===== config.mk =====
export PLATFORM = sky130hd
export DESIGN_NAME = round_referee
export DESIGN_NICKNAME = d
export VERILOG_FILES = /design/src/rtl/round_referee.sv
export SDC_FILE = /design/constraint.sdc
export NUM_CORES = 1
export LEC_CHECK = 0
export BUFFER_PORTS_ARGS = -buffer_cell sky130_fd_sc_hd__buf_2
export CORE_MARGIN = 2
export CORE_UTILIZATION = 50
export CTS_CLUSTER_DIAMETER = 50
export DETAILED_ROUTE_END_ITERATION = 16
export PLACE_DENSITY = 0.82
export SKIP_LAST_GASP = 1
export SLEW_MARGIN = 20
export SYNTH_ARGS = -nofsm -noshare
export SYNTH_HDL_FRONTEND = slang
export SYNTH_SLANG_ARGS = --single-unit

===== constraint.sdc =====
create_clock -name clk -period 3.43 [get_ports clk]
set_input_delay 0.5145 -clock clk [delete_from_list [all_inputs] [get_ports clk]]
set_output_delay 0.5145 -clock clk [all_outputs]
set_load 0.01 [all_outputs]

===== src/rtl/round_referee.sv =====
// Reaction-game referee: decides first press or tie, strobes winrnd, then locks out.
// Optional ROUND_REFEREE_SYNC_EN adds a two-flop synchronizer on both buttons.
module round_referee #(
  parameter int unsigned LOCKOUT_CYCLES = 4,
  parameter int unsigned LOCK_W         = 8
) (
  input  logic       clk,
  input  logic       rst,
  input  logic       pbl,
  input  logic       pbr,
  output logic       winrnd,
  output logic       right,
  output logic       tie,
  output logic [7:0] rounds
);

  typedef enum logic [1:0] {
    RELEASE = 2'd0,
    ARMED   = 2'd1,
    LOCKOUT = 2'd2
  } state_t;

  localparam logic [LOCK_W-1:0] LOCK_LOAD =
    LOCK_W'((LOCKOUT_CYCLES == 0) ? 0 : LOCKOUT_CYCLES - 1);

  logic btn_l;
  logic btn_r;

`ifdef ROUND_REFEREE_SYNC_EN
  logic [1:0] sync_l_q;
  logic [1:0] sync_r_q;

  always_ff @(posedge clk or posedge rst) begin
    if (rst) begin
      sync_l_q <= '0;
      sync_r_q <= '0;
    end else begin
      sync_l_q <= {sync_l_q[0], pbl};
      sync_r_q <= {sync_r_q[0], pbr};
    end
  end

  assign btn_l = sync_l_q[1];
  assign btn_r = sync_r_q[1];
`else
  assign btn_l = pbl;
  assign btn_r = pbr;
`endif

  state_t            state_q, state_d;
  logic [LOCK_W-1:0] cnt_q, cnt_d;
  logic              prev_l_q, prev_l_d;
  logic              prev_r_q, prev_r_d;
  logic              winrnd_q, winrnd_d;
  logic              right_q, right_d;
  logic              tie_q, tie_d;
  logic [7:0]        rounds_q, rounds_d;

  logic press_l;
  logic press_r;

  assign press_l = btn_l & ~prev_l_q;
  assign press_r = btn_r & ~prev_r_q;

  always_comb begin
    state_d  = state_q;
    cnt_d    = cnt_q;
    prev_l_d = btn_l;
    prev_r_d = btn_r;
    winrnd_d = 1'b0;
    right_d  = right_q;
    tie_d    = tie_q;
    rounds_d = rounds_q;
    case (state_q)
      ARMED: begin
        if (press_l | press_r) begin
          winrnd_d = 1'b1;
          right_d  = press_r & ~press_l;
          tie_d    = press_l & press_r;
          rounds_d = rounds_q + 8'd1;
          if (LOCKOUT_CYCLES == 0) begin
            state_d = RELEASE;
          end else begin
            state_d = LOCKOUT;
            cnt_d   = LOCK_LOAD;
          end
        end
      end
      LOCKOUT: begin
        if (cnt_q == '0) begin
          state_d = RELEASE;
        end else begin
          cnt_d = cnt_q - LOCK_W'(1);
        end
      end
      RELEASE: begin
        // Re-arm only once both players have let go.
        if (!btn_l && !btn_r) begin
          state_d = ARMED;
        end
      end
      default: begin
        state_d = RELEASE;
      end
    endcase
  end

  always_ff @(posedge clk or posedge rst) begin
    if (rst) begin
      state_q  <= RELEASE;
      cnt_q    <= '0;
      prev_l_q <= 1'b0;
      prev_r_q <= 1'b0;
      winrnd_q <= 1'b0;
      right_q  <= 1'b0;
      tie_q    <= 1'b0;
      rounds_q <= 8'd0;
    end else begin
      state_q  <= state_d;
      cnt_q    <= cnt_d;
      prev_l_q <= prev_l_d;
      prev_r_q <= prev_r_d;
      winrnd_q <= winrnd_d;
      right_q  <= right_d;
      tie_q    <= tie_d;
      rounds_q <= rounds_d;
    end
  end

  assign winrnd = winrnd_q;
  assign right  = right_q;
  assign tie    = tie_q;
  assign rounds = rounds_q;

endmodule


## Word level (Yosys, flattened, before mapping)

Cells that the tools add are included.

- Flip-flop bits (word level): 23
- Latch bits: 0
- Memory bits (writable): 0
- Bits in read-only memories: 0
- Output and inout bits: 11
- Memories kept: 0

- $add $sub $neg: 2
- $mul: 0
- Div/mod/pow operators: 0
- $lt $le $gt $ge: 0
- Eq/ne operators: 6
- Shift operators: 0
- Mux-type cells: 9
- Bitwise operators: 8
- Reduce and logical (&&, ||, !) cells: 9

Operators with widths:

| operator | number |
|---|---|
| 8-bit 2-to-1 mux | 2 |
| 8-bit one-hot mux with 2 select lines | 1 |
| 8-bit by 1-bit adder with 8-bit output, second input constant | 1 |
| 8-bit zero test | 1 |
| 2-bit inequality test, second input constant | 4 |
| 8-bit by 1-bit subtractor with 8-bit output, second input constant | 1 |
| 2-bit 2-to-1 mux | 3 |
| 2-bit one-hot mux with 3 select lines | 1 |
| 3-bit AND reduction | 2 |
| 1-bit AND | 4 |
| 1-bit inverter | 3 |
| 2-bit by 1-bit == test with 1-bit output, second input constant | 1 |
| 2-bit == test, second input constant | 1 |
| 1-bit zero test | 2 |
| 2-bit zero test | 1 |
| 1-bit 2-to-1 mux | 2 |
| 2-bit AND reduction | 1 |
| 2-bit nonzero test | 1 |
| 1-bit logical AND | 1 |
| 1-bit bitwise OR | 1 |

## Longest topological paths before layout

- Depth after elaboration: 5
- Gate-level depth with buffers: 7
- Gate-level depth less buffers: 6

## Worst setup path after synthesis

OpenSTA, ideal clock, no wires.

- Path kind: register to register
- Start: register cnt_q[0]
- End: register cnt_q[4]
- Arrival time: 1.356 ns
- Required time: 3.311 ns
- Slack: 1.955 ns
- Stages on the path, launching flop included: 7
- Buffers on the path: 0
- Path through: dfrtp_1 inv_1 ha_1 nor3b_2 a2111oi_2 xnor2_1 nor2_1

- Cells in the longest elaborated chain, start to end: 3
- Elaborated cells between the ends (all ways): 6
- Classes of those cells: add/sub (1); eq/ne (1); mux (2); reduce/logical (2)

Ends and longest elaborated chain:

| item | line | RTL |
|---|---|---|
| start: declaration | 51 | `logic [LOCK_W-1:0] cnt_q, cnt_d;` |
| start signal: assignment | 120 | `cnt_q <= cnt_d;` |
| 8-bit by 1-bit subtractor with 8-bit output or 8-bit zero test (tied branches) | 93, 90 |  |
| 8-bit 2-to-1 mux or 2-bit inequality test (tied branches) | - |  |
| 8-bit one-hot mux with 2 select lines or 3-bit AND reduction (tied branches) | - |  |

Several ways; a longest one is shown, not always the timed one. The select of a mux whose other input is x is not followed.
A chain may end at the register's enable or synchronous reset.

## Worst setup path after layout

- Start: register cnt_q[0]
- End: register cnt_q[1]

The elaborated chain is that of the path after synthesis.

==> metrics <==
CTS Sinks 23; # rows 17; Tot GR Track Use 0.1585; CP startpoint cnt_q[0]; RR Endpoint cnt_q[1]; synthesized area 1115 sq um; Layout Nets 122; Synth Instances 97; area of the core around 2200 sq um; most common cell after layout, fill and taps aside dfrtp_1; min-delay src pbl; reg2reg start cnt_q[0]; Total Wirelength 1803 microns; Layout Cells excl Fill 142; final worst-path cycle share 0.4975; critical-path cell list inv_1, ha_1, nor3b_2, a21boi_1, and2_0, o21ai_1; drt pass-1 iters 4; first-pass GRT wire length 3187 microns; crit-path max FO 5; drt via density between 5 and 6; TNS Setup 0 ps; Critical Path Start Type flip-flop; worst hold path type input port to flip-flop; vias in the first global route about 740; Post-CTS Setup Inserts 0; post-synth top area cell dfrtp_1; Clock Skew 6.084 ps; Static Leak roughly 0.63 nW; DR vias about 760; Chip Width 51.22 microns; Power Density 698.7 nW/um^2; asr flop ratio synth 1.000; post-synthesis cell type count 37; Max Clk Rate a little under 600 MHz; Power, Total 0.8628 mW; CP Capture Type flip-flop; CTS tree yes; htree depth 1; routed len/inst around 13 microns; RePlAce Congestion 0.8157; Worst path max stage delay approximately 450 ps; Clock transition at path regs between 100 and 150 ps; fin crit period about 1700 ps; Max clock buf depth 2; Slowest-stage cell, CP dfrtp_1; most frequent cells in the layout 23 x dfrtp_1, 14 x buf_2, 9 x nor2_1; post-CTS sizing 0; initial core utilization 0.5138; Reg2Reg Depth 6; Layout area overhead 10.77%; worst-margin pin slew 824.6 ps; CP top delay family simple AND/OR/NAND/NOR gates; n_diodes 0; DRC 0; average size of a mapped cell 11.49 sq um; status finished clean; CP Data Required Time 3670 ps; CP Buf/Inv Count 1; register-to-register setup slack 1720 ps; Routed Antenna Nets 0; slew margin rel. 0.4497; Hold Vio Cnt, Final 0; share of cells above drive strength 1 0.2193; Seq/Total Area, Yosys 0.5163; area fraction of the dominant cell type after synthesis 0.5163; Skew-Pair Late Insertion Delay 310 ps; largest net degree at the start of global routing 24; synthesized flop and latch total 23; critical path arrival 1940 ps; Slew Viols, Final 0; number of flops mapped to enable cells by yosys 0; Final Util 0.5692; hold buffer count at cts 0; hold endpoint prev_l_q; Max IR drop VDD 0.0004875 V; initial antenna violation count 0; hold path cells 1; Mapped Nets approximately 100; main area contributors after synthesis dfrtp_1 52%, xnor2_1 5.5%, ha_1 3.4%; gr ovfl total 0; Top Ports 15; Top FF cell, synth dfrtp_1; Max-Cap Viols 0; Die Height between 50 and 60 microns; Setup-failing EPs final 0; CTS buffer count 3; Ys Warns 0; root buffer cell clkbuf_4; Inst Count DP 138; first-iteration detailed-routing DRC count 10; critical path type flip-flop to flip-flop; RSZ-0062 raised after global routing no; # port buffers 14; Final HPWL DP 1381 microns; number of fillers in the final layout about 180; DIE AREA 2623 sq um
## logic make-up (layout without fill, tap and decap cells)
family | Yosys count | in the layout | synth area share
buffers and inverters | 8 | 25 | 0.03366
XOR/XNOR | 8 | 8 | 0.06285
flip-flops | 23 | 23 | 0.5163
adder cells (fa/ha/maj) | 3 | 3 | 0.03367
multiplexers | 3 | 3 | 0.02806
AO/OA/AOI/OAI | 13 | 13 | 0.09090
AND/OR/NAND/NOR | 39 | 39 | 0.2346
## worst reg2reg max path, cell delays in order, from the launching register on
cell      delay (ps)
dfrtp_1          450
inv_1            100
ha_1             180
nor3b_2          350
a21boi_1         210
and2_0           200
o21ai_1          140
## area by class of cell
| cell class | count | area, sq um | share of cell area |
|---|---|---|---|
| Tap cell | 28 | 35.03 | 0.02837 |
| Multi-Input combinational cell | 66 | 501.7 | 0.4063 |
| Clock buffer | 4 | 26.28 | 0.02128 |
| Inverter | 7 | 26.28 | 0.02128 |
| Timing Repair Buffer | 14 | 70.07 | 0.05674 |
| Sequential cell | 23 | 575.6 | 0.4661 |
## report_power, final
| group | switching [mW] | total [mW] | internal, mW |
|---|---|---|---|
| clock | 0.0750 | 0.120 | 0.0454 |
| combinational | 0.153 | 0.296 | 0.144 |
| sequential | 0.0994 | 0.446 | 0.347 |
## sequential cells by signal, summed over array words and instances (netlist names)
name / count
state_q: 2
rounds: 8
prev_l_q: 1
right: 1
tie: 1
prev_r_q: 1
winrnd: 1
cnt_q: 8
## Yosys cell counts, types with 2 or more instances
library cell and instances:
and2_1 2, dfrtp_1 23, xnor2_1 7, nand2b_1 3
nand4_1 2, nand2_1 3, nand3_1 4, a211oi_1 2
inv_1 6, mux2i_1 2, a21oi_1 3, nor2_1 9
nor2b_1 2, nor3_1 3, ha_1 3, nand2_2 2
## layer usage
layer  up-vias  wire length, microns  GRT usage  share of wire
li1        369                     -          -              -
met4         0                    19    0.04386          0.011
met2        17                   825     0.2489           0.46
met1       369                   896     0.2353           0.50
met5         -                     0          0              0
met3         2                    61    0.01754          0.034
## how the worst max path moves through the flow
stage	to	slack, ps	cells past startpoint
floorplan	cnt_q[4]	1950	6
global placement	cnt_q[1]	1800	6
detailed placement	cnt_q[1]	1770	6
CTS	cnt_q[1]	1730	6
global route	cnt_q[1]	1630	6
finish	cnt_q[1]	1720	6
## metrics by stage
step	instance area (sq um)	hold WS (ps)	setup slack (ps)
6_report	1235	332.2	1724
5_1_grt	1235	339.1	1634
4_1_cts	1235	321.5	1730
3_5_place_dp	1209	464.2	1765
3_3_place_gp	1209	455.7	1800
2_1_floorplan	1115	507.6	1955
(Power assumes the default switching activity.)
